--- src/rtl/layer_fetch_scheduler_if.sv ---
// layer_fetch_scheduler_if: scheduler <-> neural datapath signals (weight RAM, unit strobes, layer control).
interface layer_fetch_scheduler_if #(
    parameter int ADDR_W = 7,
    parameter int US_W   = 2,
    parameter int IN_W   = 2
);
    logic              units_done;
    logic [ADDR_W-1:0] ram_addr;
    logic              weight_wr;
    logic [US_W-1:0]   unit_sel;
    logic [IN_W-1:0]   unit_address;
    logic              sum_trigger;
    logic [1:0]        layer;
    logic              layer_sel;
    logic              write_all;

    modport master (
        input  units_done,
        output ram_addr, weight_wr, unit_sel, unit_address,
        output sum_trigger, layer, layer_sel, write_all
    );

    modport slave (
        output units_done,
        input  ram_addr, weight_wr, unit_sel, unit_address,
        input  sum_trigger, layer, layer_sel, write_all
    );
endinterface

--- src/rtl/layer_fetch_scheduler.sv ---
// layer_fetch_scheduler: per-layer weight fetch / sum / wait / write-back sequencer for the neural units.
// Optional LAYER_WATCHDOG_EN bounds WAIT to TIMEOUT cycles and raises a sticky timeout_err.
module layer_fetch_scheduler #(
    parameter int NUM_LAYERS = 3,
    parameter int NUM_UNITS  = 4,
    parameter int NUM_INPUTS = 4,
    parameter int ADDR_W     = 7,
    parameter int RAM_LAT    = 1,
    parameter int TIMEOUT    = 255
) (
    input  logic clk,
    input  logic reset,
    input  logic start,
    output logic busy,
    output logic done,
    output logic timeout_err,
    layer_fetch_scheduler_if.master dp
);
    localparam int US_W   = $clog2(NUM_UNITS);
    localparam int IN_W   = $clog2(NUM_INPUTS);
    localparam int CNT_W  = US_W + IN_W;
    localparam int TAG_W  = 1 + CNT_W;
    localparam int PIPE_W = RAM_LAT * TAG_W;
    localparam logic [CNT_W-1:0] LAST_ISSUE = CNT_W'(NUM_UNITS * NUM_INPUTS - 1);
    localparam logic [CNT_W-1:0] LAST_DRAIN = CNT_W'(RAM_LAT - 1);
    localparam logic [1:0]       LAST_LAYER = 2'(NUM_LAYERS - 1);
    localparam logic [31:0]      PER_LAYER  = 32'(NUM_UNITS * NUM_INPUTS);

    typedef enum logic [2:0] {IDLE, FETCH, DRAIN, SUM, WAIT, WB, DONE} state_t;

    state_t            state_q, state_d;
    logic [CNT_W-1:0]  cnt_q, cnt_d;
    logic [1:0]        layer_q, layer_d;
    logic [PIPE_W-1:0] pipe_q, pipe_d;
    logic [TAG_W-1:0]  tag;
    logic              tmo;

    always_ff @(posedge clk or negedge reset) begin
        if (!reset) state_q <= IDLE;
        else        state_q <= state_d;
    end

    always_comb begin
        state_d = state_q;
        case (state_q)
            IDLE:    state_d = start ? FETCH : IDLE;
            FETCH:   state_d = cnt_q == LAST_ISSUE ? DRAIN : FETCH;
            DRAIN:   state_d = cnt_q == LAST_DRAIN ? SUM : DRAIN;
            SUM:     state_d = WAIT;
            WAIT:    state_d = dp.units_done ? WB : (tmo ? DONE : WAIT);
            WB:      state_d = layer_q == LAST_LAYER ? DONE : FETCH;
            DONE:    state_d = IDLE;
            default: state_d = IDLE;
        endcase
    end

    // cnt is {unit, input} while fetching and the drain cycle count while draining
    always_comb begin
        cnt_d   = (state_d != state_q || !(state_q == FETCH || state_q == DRAIN)) ? '0 : cnt_q + 1'b1;
        layer_d = (state_q == IDLE && start) ? 2'd0
                : ((state_q == WB && state_d == FETCH) ? layer_q + 2'd1 : layer_q);
        tag     = state_q == FETCH ? {1'b1, cnt_q} : '0;
        pipe_d  = PIPE_W'({pipe_q, tag});
    end

    always_ff @(posedge clk or negedge reset) begin
        if (!reset) begin
            cnt_q   <= '0;
            layer_q <= '0;
            pipe_q  <= '0;
        end else begin
            cnt_q   <= cnt_d;
            layer_q <= layer_d;
            pipe_q  <= pipe_d;
        end
    end

    // oldest pipeline stage sits in the top bits and lines up with the RAM read data
    always_comb begin
        dp.ram_addr    = state_q == FETCH ? ADDR_W'(32'(layer_q) * PER_LAYER + 32'(cnt_q)) : '0;
        dp.weight_wr   = pipe_q[PIPE_W-1];
        {dp.unit_sel, dp.unit_address} = pipe_q[PIPE_W-2 -: CNT_W];
        dp.sum_trigger = state_q == SUM;
        dp.write_all   = state_q == WB;
        dp.layer       = layer_q;
        dp.layer_sel   = state_q != IDLE && layer_q != 2'd0;
        busy           = state_q != IDLE;
        done           = state_q == DONE;
    end

`ifdef LAYER_WATCHDOG_EN
    localparam int WD_W = $clog2(TIMEOUT + 1);
    logic [WD_W-1:0] wd_q, wd_d;
    logic            err_q, err_d;

    assign tmo = state_q == WAIT && !dp.units_done && wd_q == WD_W'(TIMEOUT - 1);

    always_comb begin
        wd_d  = state_q == WAIT ? wd_q + 1'b1 : '0;
        err_d = (state_q == IDLE && start) ? 1'b0 : (tmo ? 1'b1 : err_q);
    end

    always_ff @(posedge clk or negedge reset) begin
        if (!reset) begin
            wd_q  <= '0;
            err_q <= 1'b0;
        end else begin
            wd_q  <= wd_d;
            err_q <= err_d;
        end
    end

    assign timeout_err = err_q;
`else
    logic unused_timeout;
    assign unused_timeout = ^TIMEOUT;
    assign tmo            = 1'b0;
    assign timeout_err    = 1'b0;
`endif
endmodule
--- src/flat_wrapper.sv ---
// flat-port wrapper written by rule: the top's interface ports become plain ports
module layer_fetch_scheduler_flat 
#(
    parameter int NUM_LAYERS = 3,
    parameter int NUM_UNITS  = 4,
    parameter int NUM_INPUTS = 4,
    parameter int ADDR_W     = 7,
    parameter int RAM_LAT    = 1,
    parameter int TIMEOUT    = 255
)
  (clk, reset, start, busy, done, timeout_err, dp_units_done, dp_ram_addr, dp_weight_wr, dp_unit_sel, dp_unit_address, dp_sum_trigger, dp_layer, dp_layer_sel, dp_write_all);
  layer_fetch_scheduler_if #(.ADDR_W(ADDR_W)) dp_i ();
  input  logic clk;
  input  logic reset;
  input  logic start;
  output logic busy;
  output logic done;
  output logic timeout_err;
  input wire logic [$bits(dp_i.units_done)-1:0] dp_units_done;
  output wire logic [$bits(dp_i.ram_addr)-1:0] dp_ram_addr;
  output wire logic [$bits(dp_i.weight_wr)-1:0] dp_weight_wr;
  output wire logic [$bits(dp_i.unit_sel)-1:0] dp_unit_sel;
  output wire logic [$bits(dp_i.unit_address)-1:0] dp_unit_address;
  output wire logic [$bits(dp_i.sum_trigger)-1:0] dp_sum_trigger;
  output wire logic [$bits(dp_i.layer)-1:0] dp_layer;
  output wire logic [$bits(dp_i.layer_sel)-1:0] dp_layer_sel;
  output wire logic [$bits(dp_i.write_all)-1:0] dp_write_all;
  assign dp_i.units_done = dp_units_done;
  assign dp_ram_addr = dp_i.ram_addr;
  assign dp_weight_wr = dp_i.weight_wr;
  assign dp_unit_sel = dp_i.unit_sel;
  assign dp_unit_address = dp_i.unit_address;
  assign dp_sum_trigger = dp_i.sum_trigger;
  assign dp_layer = dp_i.layer;
  assign dp_layer_sel = dp_i.layer_sel;
  assign dp_write_all = dp_i.write_all;
  layer_fetch_scheduler #(.NUM_LAYERS(NUM_LAYERS), .NUM_UNITS(NUM_UNITS), .NUM_INPUTS(NUM_INPUTS), .ADDR_W(ADDR_W), .RAM_LAT(RAM_LAT), .TIMEOUT(TIMEOUT)) u_core (.clk(clk), .reset(reset), .start(start), .busy(busy), .done(done), .timeout_err(timeout_err), .dp(dp_i));
endmodule
--- config.mk ---
export PLATFORM = sky130hd
export DESIGN_NAME = layer_fetch_scheduler_flat
export DESIGN_NICKNAME = d
export VERILOG_FILES = /design/src/rtl/layer_fetch_scheduler_if.sv /design/src/rtl/layer_fetch_scheduler.sv /design/src/flat_wrapper.sv
export SDC_FILE = /design/constraint.sdc
export NUM_CORES = 1
export LEC_CHECK = 0
export CORE_MARGIN = 2
export CORE_UTILIZATION = 30
export DETAILED_ROUTE_END_ITERATION = 7
export GPL_TIMING_DRIVEN = 0
export MAX_ROUTING_LAYER = met4
export PLACE_DENSITY = 0.6
export SLEW_MARGIN = 20
export SYNTH_ARGS = -nofsm -noshare
export SYNTH_HDL_FRONTEND = slang
export SYNTH_SLANG_ARGS = --single-unit
--- constraint.sdc ---
create_clock -name clk -period 4.21 [get_ports clk]
set_input_delay 0.421 -clock clk [delete_from_list [all_inputs] [get_ports clk]]
set_output_delay 0.421 -clock clk [all_outputs]
set_load 0.005 [all_outputs]
Word level (Yosys, flattened, before mapping)
Index checks and enable logic that the tools add are counted.
Storage, ports and cells
  word-level logic and storage cells: 39
  register bits: 14
Cells by class
  $add $sub $neg: 3
  multiplexer cells: 11
  equal/unequal tests: 10
  reduce and logical (&&, ||, !) cells: 11
Operator list (count)
  case mux 3 bit (6 select lines): 1
  equality test 3 bit (second input constant): 3
  adder 6 x 4 -> 7 bit: 1
  two-way mux 7 bit: 1
  equality test 3 x 1 -> 1 bit (second input constant): 2
  equality test 3 x 2 -> 1 bit (second input constant): 2
  two-way mux 2 bit: 3
  two-way mux 5 bit: 1
  adder 4 x 1 -> 4 bit (second input constant): 1
  equality test 4 bit (second input constant): 1
  logical NOT 4 bit: 1
  two-way mux 4 bit: 1
  nonzero test 2 bit: 2
  logical AND 1 bit: 3
  logical NOT 3 bit: 1
  two-way mux 1 bit: 3
  two-way mux 3 bit: 1
  != test 3 bit: 1
  nonzero test 3 bit: 1
  adder 2 x 1 -> 2 bit (second input constant): 1
  equality test 2 bit (second input constant): 1
  logical OR 1 bit: 2
  logical NOT 1 bit: 1

Longest topological paths before layout
  word-level depth: 7
  mapped depth: 5
  mapped depth without buffers: 5

Worst setup path before layout
No wires, ideal clock.
  path kind: reg2out
  start: reg u_core.state_q[1]
  end: out dp_ram_addr[0]
  stages on the path, launching flop included: 5
  arrival: 1215 ps
  path slack: 2574 ps
  path through: dfrtp_1 > buf_2 > nor3b_1 > and2_1 > buf_4
Between the ends
  cells in the longest elaborated chain, start to end: 2
Ends and longest elaborated chain
  start: declaration: RTL line layer_fetch_scheduler.sv:31  | state_t state_q, state_d;
  start signal: assignment: RTL line layer_fetch_scheduler.sv:40  | else state_q <= state_d;
  equality test 3 x 1 -> 1 bit: RTL line layer_fetch_scheduler.sv:80  | dp.ram_addr = state_q == FETCH ? ADDR_W'(32'(layer_q) * PER_LAYER + 32'(cnt_q)) : '0;
  two-way mux 7 bit: RTL line layer_fetch_scheduler.sv:80
  end: declaration: RTL line flat_wrapper.sv:20  | output wire logic [$bits(dp_i.ram_addr)-1:0] dp_ram_addr;
No other way between the ends.

Worst setup path in the final report
  start: reg u_core.state_q[0]
  end: out dp_ram_addr[1]
Same word-level chain as after synthesis.

==> impl_metrics.toml <==
[outcome]
outcome = "finished clean"

[sta]
finClkSkew_ns = 0.001454
fin_crit_sh_pct = 64.82
fin_tns_setup_ns = 0
setup_viol = 0
tightest_slew_ns = 0.7594
fmax_mhz = 366.4
maxSlewHeadroom_pct = 49.26
finalCriticalPeriod_ns = 2.729
hold_violations = 0
rsz0062_at_grt = "no"
final_max_slew_viol_count = 0

[layout]
diodes = 0
drive_above_1_share_pct = 16.19
areaGrowthSynthToFinish_pct = 36.39
mostFrequentLayoutCell = "clkdlybuf4s50_1"
final_cells = 135
final_area_um2 = 1079
final_cell_mix = "clkdlybuf4s50_1, dfrtp_1, and2_1"
nNetsFinal = 114
n_fill_cell = 252

[power]
p_leak_nw = 0.4813
p_per_area_nw_per_um2 = 588.2
p_total_uw = 634.4
ir_drop_mv = 0.2848

[route]
routed_wl_um = 1599
ant_nets = 0
first_pass_iters = 3
first_iter_violations = 7
vias = 610
viasPerCell = 4.519
drcViolationCount = 0
wl_per_cell_um = 11.84

[floorplan]
core_um2 = 2477
io_pins = 24
die_area_um2 = 3063
start_util_pct = 31.92
rows = 18
die_y_um = 55.34
dieWidth_um = 55.34

[placement]
place_area_um2 = 1042
dp.cells = 131
gp_congestion = 0.7777
dp_hpwl_um = 1194
port_buffers = 21

[critical_path]
critPathArrivalTime_ns = 2.31
r2r_cells = 5
worstPathRequired_ns = 3.79
end_kind = "output port"
startpoint = "u_core.state_q[0]$_DFF_PN0_"
r2r-end = "u_core.cnt_q[1]$_DFF_PN0_"
ff2ff_setup_slack_ns = 2.71
cp-start-kind = "flip-flop"
setup.worst_path.end = "dp_ram_addr[1]"
crit_type = "flip-flop to output port"
regToRegStartpoint = "u_core.cnt_q[0]$_DFF_PN0_"
cp_max_fo = 9

[logic_synthesis]
syn_inst = 79
syn_avg_cell_area_um2 = 10.01
yosysWarnings = 0
ys_seq_area_share_pct = 44.30
ys_ff_latch = 14
synth_area_um2 = 790.8
synth.distinct_cells = 30

[clocking]
cts_tree = "yes"
clockBufferDepth = 2
cts_hold_buf = 0
clock_latency_ns = 0.27
cts-htree-levels = 1
numCtsBuffers = 3
clkTransAtPathRegs_ns = 0.08
postCtsSetupBuffers = 0
cts_root_buf = "clkbuf_4"
clkSinkCount = 14
cts_resized = 0

[global_routing]
grtUsageTotal_pct = 11.29
grt_max_degree = 15
overflow = 0
grt_pass1_vias = 586
grt_first_pass_wirelength_um = 2670
antenna_found_initial = 0

[run]
drv_cap = 0

[hold_path]
hp-start = "u_core.cnt_q[0]$_DFF_PN0_"
hp-class = "flip-flop to flip-flop"
-- state kept, by name (all words and copies together), names as in the netlist --
name             count
u_core.pipe_q        5
u_core.cnt_q         4
u_core.dp.layer      2
u_core.state_q       3
-- through the flow --
stage	utilization, %	worst slack [ns]	hold slack [ns]
after floorplan	-	2.574	0.1254
after global placement	42.07	1.802	0.5138
after detailed placement	42.07	1.744	0.5183
after CTS	43.54	1.432	0.5306
after global routing	43.54	1.285	0.5537
final	43.54	1.481	0.5290
-- metal layers --
metal,up-vias,part of all wire (%),GRT usage (%)
met5,-,0,-
met4,0,1.8,7.317
met3,2,4.4,1.874
met2,16,44,16.16
met1,284,49,14.66
li1,308,-,-
-- worst max-delay path: stages (launching register included) --
cell and delay [ns]:
dfrtp_1 0.33, clkbuf_2 0.20, nor3b_1 0.66, and2_1 0.24, buf_4 0.11, clkdlybuf4s50_1 0.50
-- where the power goes --
group / total, mW / leakage (nW) / switching, mW / internal [mW]
clock network: 0.0947 / 0.0210 / 0.0422 / 0.0525
logic: 0.324 / 0.284 / 0.125 / 0.199
registers: 0.215 / 0.177 / 0.0330 / 0.182
total: 0.634 / 0.481 / 0.200 / 0.434
-- cell usage after synthesis --
| cell | count | area share (%) |
|---|---|---|
| dfrtp_1 | 14 | 44 |
| and2_1 | 8 | 6.3 |
| buf_4 | 6 | 5.7 |
| inv_1 | 6 | 2.8 |
| ha_1 | 4 | 6.3 |
| nand2_1 | 4 | 1.9 |
| nor3_1 | 4 | 2.5 |
| a21oi_1 | 3 | 1.9 |
| nor2_1 | 3 | 1.4 |
| nor2b_1 | 3 | 2.4 |
| mux2i_1 | 2 | 2.5 |
| nand3_1 | 2 | 1.3 |
| nor3b_1 | 2 | 1.9 |
| o21ai_0 | 2 | 1.3 |
| a22oi_2 | 1 | 1.6 |
| a32oi_1 | 1 | 1.1 |
| and4bb_2 | 1 | 1.6 |
| buf_2 | 1 | 0.63 |
| buf_6 | 1 | 1.4 |
| clkbuf_1 | 1 | 0.47 |
| clkbuf_2 | 1 | 0.63 |
| conb_1 | 1 | 0.47 |
| mux2_2 | 1 | 1.4 |
| o221ai_1 | 1 | 1.1 |
| o22a_1 | 1 | 1.1 |
| o22ai_1 | 1 | 0.79 |
| o2bb2ai_1 | 1 | 1.1 |
| or4b_4 | 1 | 1.7 |
| xnor2_1 | 1 | 1.1 |
| xor2_1 | 1 | 1.1 |
-- worst min-delay path by stage --
| stage | end | slack [ns] | cells past startpoint |
|---|---|---|---|
| CTS | u_core.cnt_q[0]$_DFF_PN0_ | 0.53 | 1 |
| global placement | u_core.cnt_q[0]$_DFF_PN0_ | 0.51 | 1 |
| floorplan | u_core.cnt_q[0]$_DFF_PN0_ | 0.13 | 0 |
| finish | u_core.cnt_q[0]$_DFF_PN0_ | 0.53 | 1 |
| detailed placement | u_core.cnt_q[0]$_DFF_PN0_ | 0.52 | 1 |
| global route | u_core.cnt_q[0]$_DFF_PN0_ | 0.55 | 1 |
-- logic make-up after synthesis --
kind of cell	share of synthesized area, %
simple gates	21.04
fa+ha+maj	6.329
compound gates	9.969
flops	44.30
other cells	0.4742
buf+inv	11.71
xor+xnor	2.216
mux	3.956
-- cell type report --
cell class / instances / area, um2 / area share (%)
inverter: 6 / 22.52 / 2.088
multi-input combinational: 50 / 351.6 / 32.60
buffer: 10 / 70.07 / 6.497
clock buffer: 4 / 36.28 / 3.364
sequential: 14 / 350.3 / 32.48
tap: 30 / 37.54 / 3.480
timing repair buffer: 21 / 210.2 / 19.49
Note: power is estimated with default switching activity, not from simulation.
